### src/rtl/i2s_rx_sample.sv
// I2S receiver: oversamples BCLK/LRCK/SDATA in audio_clk and deserialises
// one channel word per slot, emitting one 16-bit sample per LRCK frame.
module i2s_rx_sample #(
  parameter int SAMPLE_W = 16,
  parameter int CH_SEL   = 0,
  parameter int ERR_W    = 8
) (
  input  logic             audio_clk,
  input  logic             rst_n,
  input  logic             rx_en,
  input  logic             i2s_bclk,
  input  logic             i2s_lrck,
  input  logic             i2s_sdata,
  output logic             audio_en,
  output logic [15:0]      audio_data,
  output logic             locked,
  output logic [ERR_W-1:0] frame_err_cnt
);

  localparam int CNT_W = (SAMPLE_W > 2) ? $clog2(SAMPLE_W) : 1;
  localparam logic [CNT_W-1:0] LAST_BIT = CNT_W'(SAMPLE_W - 1);
  localparam logic [ERR_W-1:0] ERR_MAX  = {ERR_W{1'b1}};

  typedef enum logic [1:0] {
    IDLE  = 2'd0,
    SHIFT = 2'd1,
    WAIT  = 2'd2
  } state_e;

  logic bclk_meta_q, bclk_sync_q, bclk_prev_q;
  logic lrck_meta_q, lrck_sync_q;
  logic sdata_meta_q, sdata_sync_q;

  always_ff @(posedge audio_clk or negedge rst_n) begin
    if (!rst_n) begin
      bclk_meta_q  <= 1'b0;
      bclk_sync_q  <= 1'b0;
      bclk_prev_q  <= 1'b0;
      lrck_meta_q  <= 1'b0;
      lrck_sync_q  <= 1'b0;
      sdata_meta_q <= 1'b0;
      sdata_sync_q <= 1'b0;
    end else begin
      bclk_meta_q  <= i2s_bclk;
      bclk_sync_q  <= bclk_meta_q;
      bclk_prev_q  <= bclk_sync_q;
      lrck_meta_q  <= i2s_lrck;
      lrck_sync_q  <= lrck_meta_q;
      sdata_meta_q <= i2s_sdata;
      sdata_sync_q <= sdata_meta_q;
    end
  end

  logic bclk_rise;
  assign bclk_rise = bclk_sync_q & ~bclk_prev_q;

  state_e              state_q, state_d;
  logic [CNT_W-1:0]    bit_cnt_q, bit_cnt_d;
  logic [SAMPLE_W-1:0] shift_q, shift_d;
  logic [SAMPLE_W-1:0] shift_nxt;
  logic [SAMPLE_W-1:0] l_q, l_d;
  logic [SAMPLE_W-1:0] r_q, r_d;
  logic                ch_q, ch_d;
  logic                lrck_q, lrck_d;
  logic                lrck_seen_q, lrck_seen_d;
  logic                left_ok_q, left_ok_d;
  logic                locked_q, locked_d;
  logic [ERR_W-1:0]    err_q, err_d;
  logic                word_done_q, word_done_d;
  logic                done_ch_q, done_ch_d;
  logic                lr_edge;

  // The first rise after reset only primes lrck_q; it is never an edge.
  assign lr_edge   = lrck_seen_q & (lrck_sync_q != lrck_q);
  assign shift_nxt = {shift_q[SAMPLE_W-2:0], sdata_sync_q};

  always_comb begin
    state_d     = state_q;
    bit_cnt_d   = bit_cnt_q;
    shift_d     = shift_q;
    l_d         = l_q;
    r_d         = r_q;
    ch_d        = ch_q;
    lrck_d      = lrck_q;
    lrck_seen_d = lrck_seen_q;
    left_ok_d   = left_ok_q;
    locked_d    = locked_q;
    err_d       = err_q;
    word_done_d = 1'b0;
    done_ch_d   = done_ch_q;
    if (bclk_rise) begin
      lrck_d      = lrck_sync_q;
      lrck_seen_d = 1'b1;
    end
    if (!rx_en) begin
      state_d   = IDLE;
      bit_cnt_d = '0;
      locked_d  = 1'b0;
      left_ok_d = 1'b0;
    end else if (bclk_rise) begin
      unique case (state_q)
        IDLE: begin
          if (lr_edge) begin
            state_d   = SHIFT;
            bit_cnt_d = '0;
            ch_d      = lrck_sync_q;
          end
        end
        SHIFT: begin
          if (lr_edge) begin
            if (err_q != ERR_MAX) err_d = err_q + ERR_W'(1);
            locked_d  = 1'b0;
            left_ok_d = 1'b0;
            bit_cnt_d = '0;
            ch_d      = lrck_sync_q;
          end else begin
            shift_d = shift_nxt;
            if (bit_cnt_q == LAST_BIT) begin
              bit_cnt_d   = '0;
              state_d     = WAIT;
              word_done_d = 1'b1;
              done_ch_d   = ch_q;
              if (ch_q) begin
                r_d = shift_nxt;
                if (left_ok_q) locked_d = 1'b1;
              end else begin
                l_d       = shift_nxt;
                left_ok_d = 1'b1;
              end
            end else begin
              bit_cnt_d = bit_cnt_q + CNT_W'(1);
            end
          end
        end
        WAIT: begin
          if (lr_edge) begin
            state_d   = SHIFT;
            bit_cnt_d = '0;
            ch_d      = lrck_sync_q;
          end
        end
        default: state_d = IDLE;
      endcase
    end
  end

  always_ff @(posedge audio_clk or negedge rst_n) begin
    if (!rst_n) begin
      state_q     <= IDLE;
      bit_cnt_q   <= '0;
      shift_q     <= '0;
      l_q         <= '0;
      r_q         <= '0;
      ch_q        <= 1'b0;
      lrck_q      <= 1'b0;
      lrck_seen_q <= 1'b0;
      left_ok_q   <= 1'b0;
      locked_q    <= 1'b0;
      err_q       <= '0;
      word_done_q <= 1'b0;
      done_ch_q   <= 1'b0;
    end else begin
      state_q     <= state_d;
      bit_cnt_q   <= bit_cnt_d;
      shift_q     <= shift_d;
      l_q         <= l_d;
      r_q         <= r_d;
      ch_q        <= ch_d;
      lrck_q      <= lrck_d;
      lrck_seen_q <= lrck_seen_d;
      left_ok_q   <= left_ok_d;
      locked_q    <= locked_d;
      err_q       <= err_d;
      word_done_q <= word_done_d;
      done_ch_q   <= done_ch_d;
    end
  end

  logic [15:0] l16, r16;

  if (SAMPLE_W >= 16) begin : g_wide
    assign l16 = l_q[SAMPLE_W-1 -: 16];
    assign r16 = r_q[SAMPLE_W-1 -: 16];
  end else begin : g_narrow
    assign l16 = {l_q, {(16-SAMPLE_W){1'b0}}};
    assign r16 = {r_q, {(16-SAMPLE_W){1'b0}}};
  end

  // 17-bit two's complement sum; dropping bit 0 is a floor divide by 2.
  logic [16:0] mono_sum;
  assign mono_sum = {l16[15], l16} + {r16[15], r16};

  logic        audio_en_q, audio_en_d;
  logic [15:0] audio_data_q, audio_data_d;

  always_comb begin
    audio_en_d   = 1'b0;
    audio_data_d = audio_data_q;
    if (word_done_q && locked_q && rx_en) begin
      if (CH_SEL == 0 && !done_ch_q) begin
        audio_en_d   = 1'b1;
        audio_data_d = l16;
      end else if (CH_SEL == 1 && done_ch_q) begin
        audio_en_d   = 1'b1;
        audio_data_d = r16;
      end else if (CH_SEL == 2 && done_ch_q) begin
        audio_en_d   = 1'b1;
        audio_data_d = mono_sum[16:1];
      end
    end
  end

  always_ff @(posedge audio_clk or negedge rst_n) begin
    if (!rst_n) begin
      audio_en_q   <= 1'b0;
      audio_data_q <= '0;
    end else begin
      audio_en_q   <= audio_en_d;
      audio_data_q <= audio_data_d;
    end
  end

  assign audio_en      = audio_en_q;
  assign audio_data    = audio_data_q;
  assign locked        = locked_q;
  assign frame_err_cnt = err_q;

endmodule

### config.mk
export PLATFORM = sky130hd
export DESIGN_NAME = i2s_rx_sample
export DESIGN_NICKNAME = d
export VERILOG_FILES = /design/src/rtl/i2s_rx_sample.sv
export SDC_FILE = /design/constraint.sdc
export NUM_CORES = 1
export LEC_CHECK = 0
export CELL_PAD_IN_SITES_DETAIL_PLACEMENT = 1
export CELL_PAD_IN_SITES_GLOBAL_PLACEMENT = 2
export CORE_MARGIN = 1.5
export CORE_UTILIZATION = 33
export DETAILED_ROUTE_END_ITERATION = 8
export GPL_TIMING_DRIVEN = 1
export PLACE_DENSITY_LB_ADDON = 0.1
export SLEW_MARGIN = 20
export SYNTH_ARGS = -nofsm -noshare
export SYNTH_HDL_FRONTEND = slang
export SYNTH_SLANG_ARGS = --single-unit
### constraint.sdc
create_clock -name audio_clk -period 1.66 [get_ports audio_clk]
set_input_delay 0.249 -clock audio_clk [delete_from_list [all_inputs] [get_ports audio_clk]]
set_output_delay 0.249 -clock audio_clk [all_outputs]
set_load 0.05 [all_outputs]
# Word-level counts from Yosys, hierarchy flattened
# Index checks and enable logic that the tools add are counted.
# word_totals
in_bits,6
output_inout_bits,26
elab_cells,91
regBits,76
# op_classes
n_reduce_logical,15
add_sub_neg,2
n_bitwise,6
eq_ne,15
mux,32
# op_table
operator,count
two-way mux 1 bit,20
two-way mux 4 bit,5
AND reduction 4 bit,4
AND reduction 5 bit,3
two-way mux 2 bit,5
!= test 3 x 1 -> 1 bit (second input constant),3
!= test 3 x 2 -> 1 bit (second input constant),3
adder 8 x 1 -> 8 bit (second input constant),1
!= test 8 bit (second input constant),1
case mux 4 bit (2 select lines),1
!= test 3 bit (second input constant),2
AND reduction 6 bit,1
adder 4 x 1 -> 4 bit (second input constant),1
equality test 4 bit (second input constant),1
!= test 2 x 1 -> 1 bit (second input constant),2
inverter 1 bit,4
case mux 2 bit (2 select lines),1
AND reduction 3 bit,1
OR reduction 3 bit,1
bitwise AND 1 bit,2
equality test 2 x 1 -> 1 bit (second input constant),1
equality test 2 bit (second input constant),1
logical AND 1 bit,2
logical NOT 2 bit,1
3 further kinds,3

# Depth between registers and ports, before layout
# logic_depth
depth_word,7
mapped_depth,6

# Worst setup path after synthesis
# Ideal clock, no wire load.
# synth_path
kind,register to register
startpoint,reg err_q[0] (netlist: frame_err_cnt[0])
endpoint,reg err_q[6] (netlist: frame_err_cnt[6])
path_stages_with_launch,6
synth_period_minus_slack_ns,1.738
setup_slack_ns,-0.078
arrival_time_ns,1.613
path_buffers,0
setup_time_ns,0.125
required_ns,1.535
path_cell_list,dfrtp_1 -> ha_1 -> and3_1 -> nand3_1 -> nor2_1 -> mux2_2
# synth_between
elab_chain_len,2
word_cells_on_any_way,3
classes_between,add/sub: 1; eq/ne: 1; reduce/logical: 1
# synth_lines
element,line_no,text
"start, declared",68,"logic [ERR_W-1:0] err_q, err_d;"
"start signal, assigned",173,err_q <= err_d;
branches (longest 2 deep; another with adder 8 x 1 -> 8 bit),-,
# Parallel ways; which one is timed is not known.
# A chain may end at the register's enable or synchronous reset.

# Final worst setup path
# layout_path
startpoint,reg bclk_prev_q
endpoint,reg l_q[6] (netlist: l16[6])
# layout_between
elab_chain_len,3
# layout_lines
element,line_no,text
"start, declared",30,"logic bclk_meta_q, bclk_sync_q, bclk_prev_q;"
"start signal, assigned",46,bclk_prev_q <= bclk_sync_q;
inverter 1 bit,55,assign bclk_rise = bclk_sync_q & ~bclk_prev_q;
bitwise AND 1 bit,55,
AND reduction 6 bit (no source line),-,
"end signal, assigned",166,l_q <= l_d;
"end, declared",61,"logic [SAMPLE_W-1:0] l_q, l_d;"
# No other way between the ends.

==> impl.org <==
** Worst setup path
- The signal on the critical path passes through nand4bb_4, nor3_4, nand3_2, buf_12, mux2_4.
- Critical Path AT :: 1870 ps
- On the worst path, the slowest cell contributes a delay of 420 ps.
- By startpoint and endpoint, the worst setup path is classified as reg -> reg.
- Along the worst path, the maximum fanout reaches 16.
- Data on the critical path is required at its endpoint by 1880 ps.
- Category of the worst setup path capture point :: register
- The slowest stage of the critical path belongs to the cell sky130_fd_sc_hd__dfrtp_1.
- The worst setup path is launched from a register.
- For the worst flop-to-flop path, the logic depth is 5.

** Placement
- Cell Count Post-Placement :: 426
- At the end of routability-driven placement, the weighted congestion stood at 0.770.
- Post-place setup slack :: -100 ps
- HPWL reported at the end of detailed placement :: 4.42 mm
- During placement, the flow inserted port buffers numbering 31.

** Global route
- Summed over all layers, the global routing overflow is 0.
- Pin count of the biggest net entering global routing :: 51
- The initial antenna violation count was 0.
- Via count of the first global-routing pass :: 2,262
- Wire length of the first global-routing pass :: 11.5 mm
- All-Layer GR Usage :: 15.2%

** Timing
- Setup violators final :: 0
- Worst Slack Setup Final :: 8.33 ps
- At the pin with the least slew margin, the transition time is 350 ps.
- Final clock skew :: 7.70 ps
- Summed over all failing endpoints, the final setup total negative slack is 0 ps.
- Headroom to the max-slew limit came out at 76.6%.
- Derived from the worst setup path, the maximum achievable clock frequency is 0.605 GHz.
- The routed design could run at a clock period as short as 1650 ps.
- Hold violation count in the final report :: 0
- Setup repair after global routing could not meet its margin everywhere.
- Fin. max-slew vios :: 0
- In the finished design, the share of the clock period the worst path needs comes to 99.5%.

** Logic synthesis
- Sequential fraction of the synthesis area :: 62.2%
- Synthesized Nets :: 276
- Synthesis inferred 76 register bits.
- Total of warnings raised by yosys :: 0
- Averaged over all synthesized cells, the footprint is 11.4 um2.
- Synthesized instance count :: 268
- Among all flip-flop cells after synthesis, the most frequent one is sky130_fd_sc_hd__dfrtp_1.
- Netlist cell types :: 46
- Share of flip-flops with an asynchronous set or reset :: 100%
- Count of flip-flops with a built-in enable after synthesis :: 0
- The synthesized netlist occupies a cell area of 0.00306 mm2.

** Detailed routing
- Drt initial violations :: 44
- Dividing the detail-routed via count by the number of cells gives 4.80.
- In the final routed layout, each cell accounts on average for 14.7 um.
- For this run, design rule violations remaining after detail routing come to 0.
- Detailed-route via count :: 2,136
- Total routed wirelength :: 6.52 mm
- The detail route stage leaves a number of antenna-violating nets equal to 0.
- The first detailed-routing pass took 4 iterations.

** Clock tree
- Maximum buffer depth of the clock tree :: 2
- After clock tree synthesis, the clock-pin slew on the worst setup and hold paths is 80 ps.
- TritonCTS built the clock tree.
- Buffers inserted during clock tree synthesis total 9.
- At the later pin of the worst-skew pair, clock insertion delay measures 340 ps.
- TritonCTS sink count :: 76
- In this run the clock root is driven by a sky130_fd_sc_hd__clkbuf_8.
- H-tree depth :: 3

** Final layout
- Leaving out fill and tap cells, the most frequent cell in the layout is sky130_fd_sc_hd__nand2_1.
- Cells fill 44.7% of the core in the end.
- Leaving out fill and tap cells, the most frequent cells in the layout are 98 x sky130_fd_sc_hd__nand2_1, 73 x sky130_fd_sc_hd__dfrtp_1, 52 x sky130_fd_sc_hd__buf_4.
- Compared with the post-synthesis result, the final layout area differs by 29.4%.
- After the last flow step, the layout net total stands at 341.
- Antenna cell count :: 0
- Fin cells :: 445
- Of the cells placed in the final design, the portion with a size suffix greater than 1 is 33.2%.

** Power
- Power Density :: 927 mW/mm2
- Peak supply drop :: 0.491 mV
- In this run the static leakage power is 0.00205 uW.
- Final Power :: 3670 uW

** Status
- The flow ran to the end, and the final reports show no timing, DRC or antenna violations.

** Floorplan
- Initial core utilization :: 34.5%
- Die Area :: 0.00985 mm2
- Cell row count :: 34
- Pin placement for this block handled 32 I/O pins.
- CORE AREA :: 0.00885 mm2
- Die boundary height :: 99.2 um
- The die is 99.2 um wide.

** Flow run
- # Max-Cap Violations :: 0

** Hold path
- Path category of the worst min-delay check :: in -> async
-- through the flow --
step,hold slack (ps),cell area (um2)
after floorplan,-46.6,3080
after global placement,104,3630
after detailed placement,106,3630
after CTS,274,3890
after global routing,273,3960
final,282,3960
-- what timing repair did --
| item | 4_1_cts | 5_1_grt |
|---|---|---|
| endpoints found under the hold margin | 10 | 0 |
| buffers inserted | 1 | 2 |
| pin swaps | 0 | 3 |
| hold buffers | 1 | 0 |
| endpoints found under the setup margin | 19 | 38 |
| gates resized for setup | 5 | 11 |
-- worst max-delay path, delay by kind of cell (launching register included) --
kind	cells	cell delay, ps
DFF	1	420
buffers and inverters	1	180
muxes	1	290
and+or+nand+nor	3	630
-- path summary, 6_finish.rpt --
path	start	endpoint	slack, ps
hold / removal	rst_n	audio_en	280
setup reg to reg	bclk_prev_q	l16[6]	8
hold reg to reg	bclk_meta_q	bclk_sync_q	350
min in group audio_clk	i2s_sdata	sdata_meta_q	340
setup / recovery	bclk_prev_q	l16[6]	8
max in group asynchronous	rst_n	word_done_q	870
-- power by group --
group / switching [uW] / internal, uW
clock network: 671 / 767
registers: 49.3 / 1890
logic: 166 / 121
-- Yosys cell counts, drive strengths merged (2+ instances only) --
cell type  number  share of area [%]
nand3           6                1.1
ha              2               0.82
clkbuf          3               0.37
inv             4               0.49
a21oi           4               0.65
o21ai           4               0.65
a211oi          2               0.65
xor2            6                2.0
mux2           21                9.0
nand2b          2               0.41
a2111oi         2               0.78
nand2          99                 12
nor3            2               0.49
buf             3               0.78
dfrtp          76                 62
nor4            3               0.61
nand4           3               0.82
and3            2               0.41
nor2            8               0.98
-- per-layer routing --
| metal | global-route usage, % | share of wire [%] | up-vias | wire length [um] |
|---|---|---|---|---|
| met3 | 3.16 | 2.9 | 10 | 192 |
| met1 | 20.7 | 49 | 1065 | 3220 |
| li1 | - | - | 1024 | - |
| met4 | 7.26 | 1.7 | 0 | 109 |
| met5 | 0 | 0 | - | 0 |
| met2 | 23.3 | 46 | 37 | 3000 |
-- registers in the layout, summed over array words and instances, names as in the netlist, 2 cells and up --
name and count:
bit_cnt_q 4, shift_q 15, frame_err_cnt 8, audio_data 16, l16 16, state_q 2
-- kinds of logic after synthesis --
family          Yosys count  synth area share [%]
mux                      21                  8.96
buf+inv                  11                  1.76
flops                    76                  62.2
fa+ha+maj                 2                 0.819
simple gates            130                  18.7
xor+xnor                  7                  2.25
compound gates           21                  5.24
-- final cells by class --
class / count / area [um2]
well taps: 108 / 135
clock buffers: 11 / 151
repair buffers: 60 / 492
clock inverters: 4 / 48.8
multi-input cells: 181 / 1200
flip-flops and latches: 76 / 1910
fillers: 998 / 4890
inverters: 5 / 18.8
(Power assumes the default switching activity.)
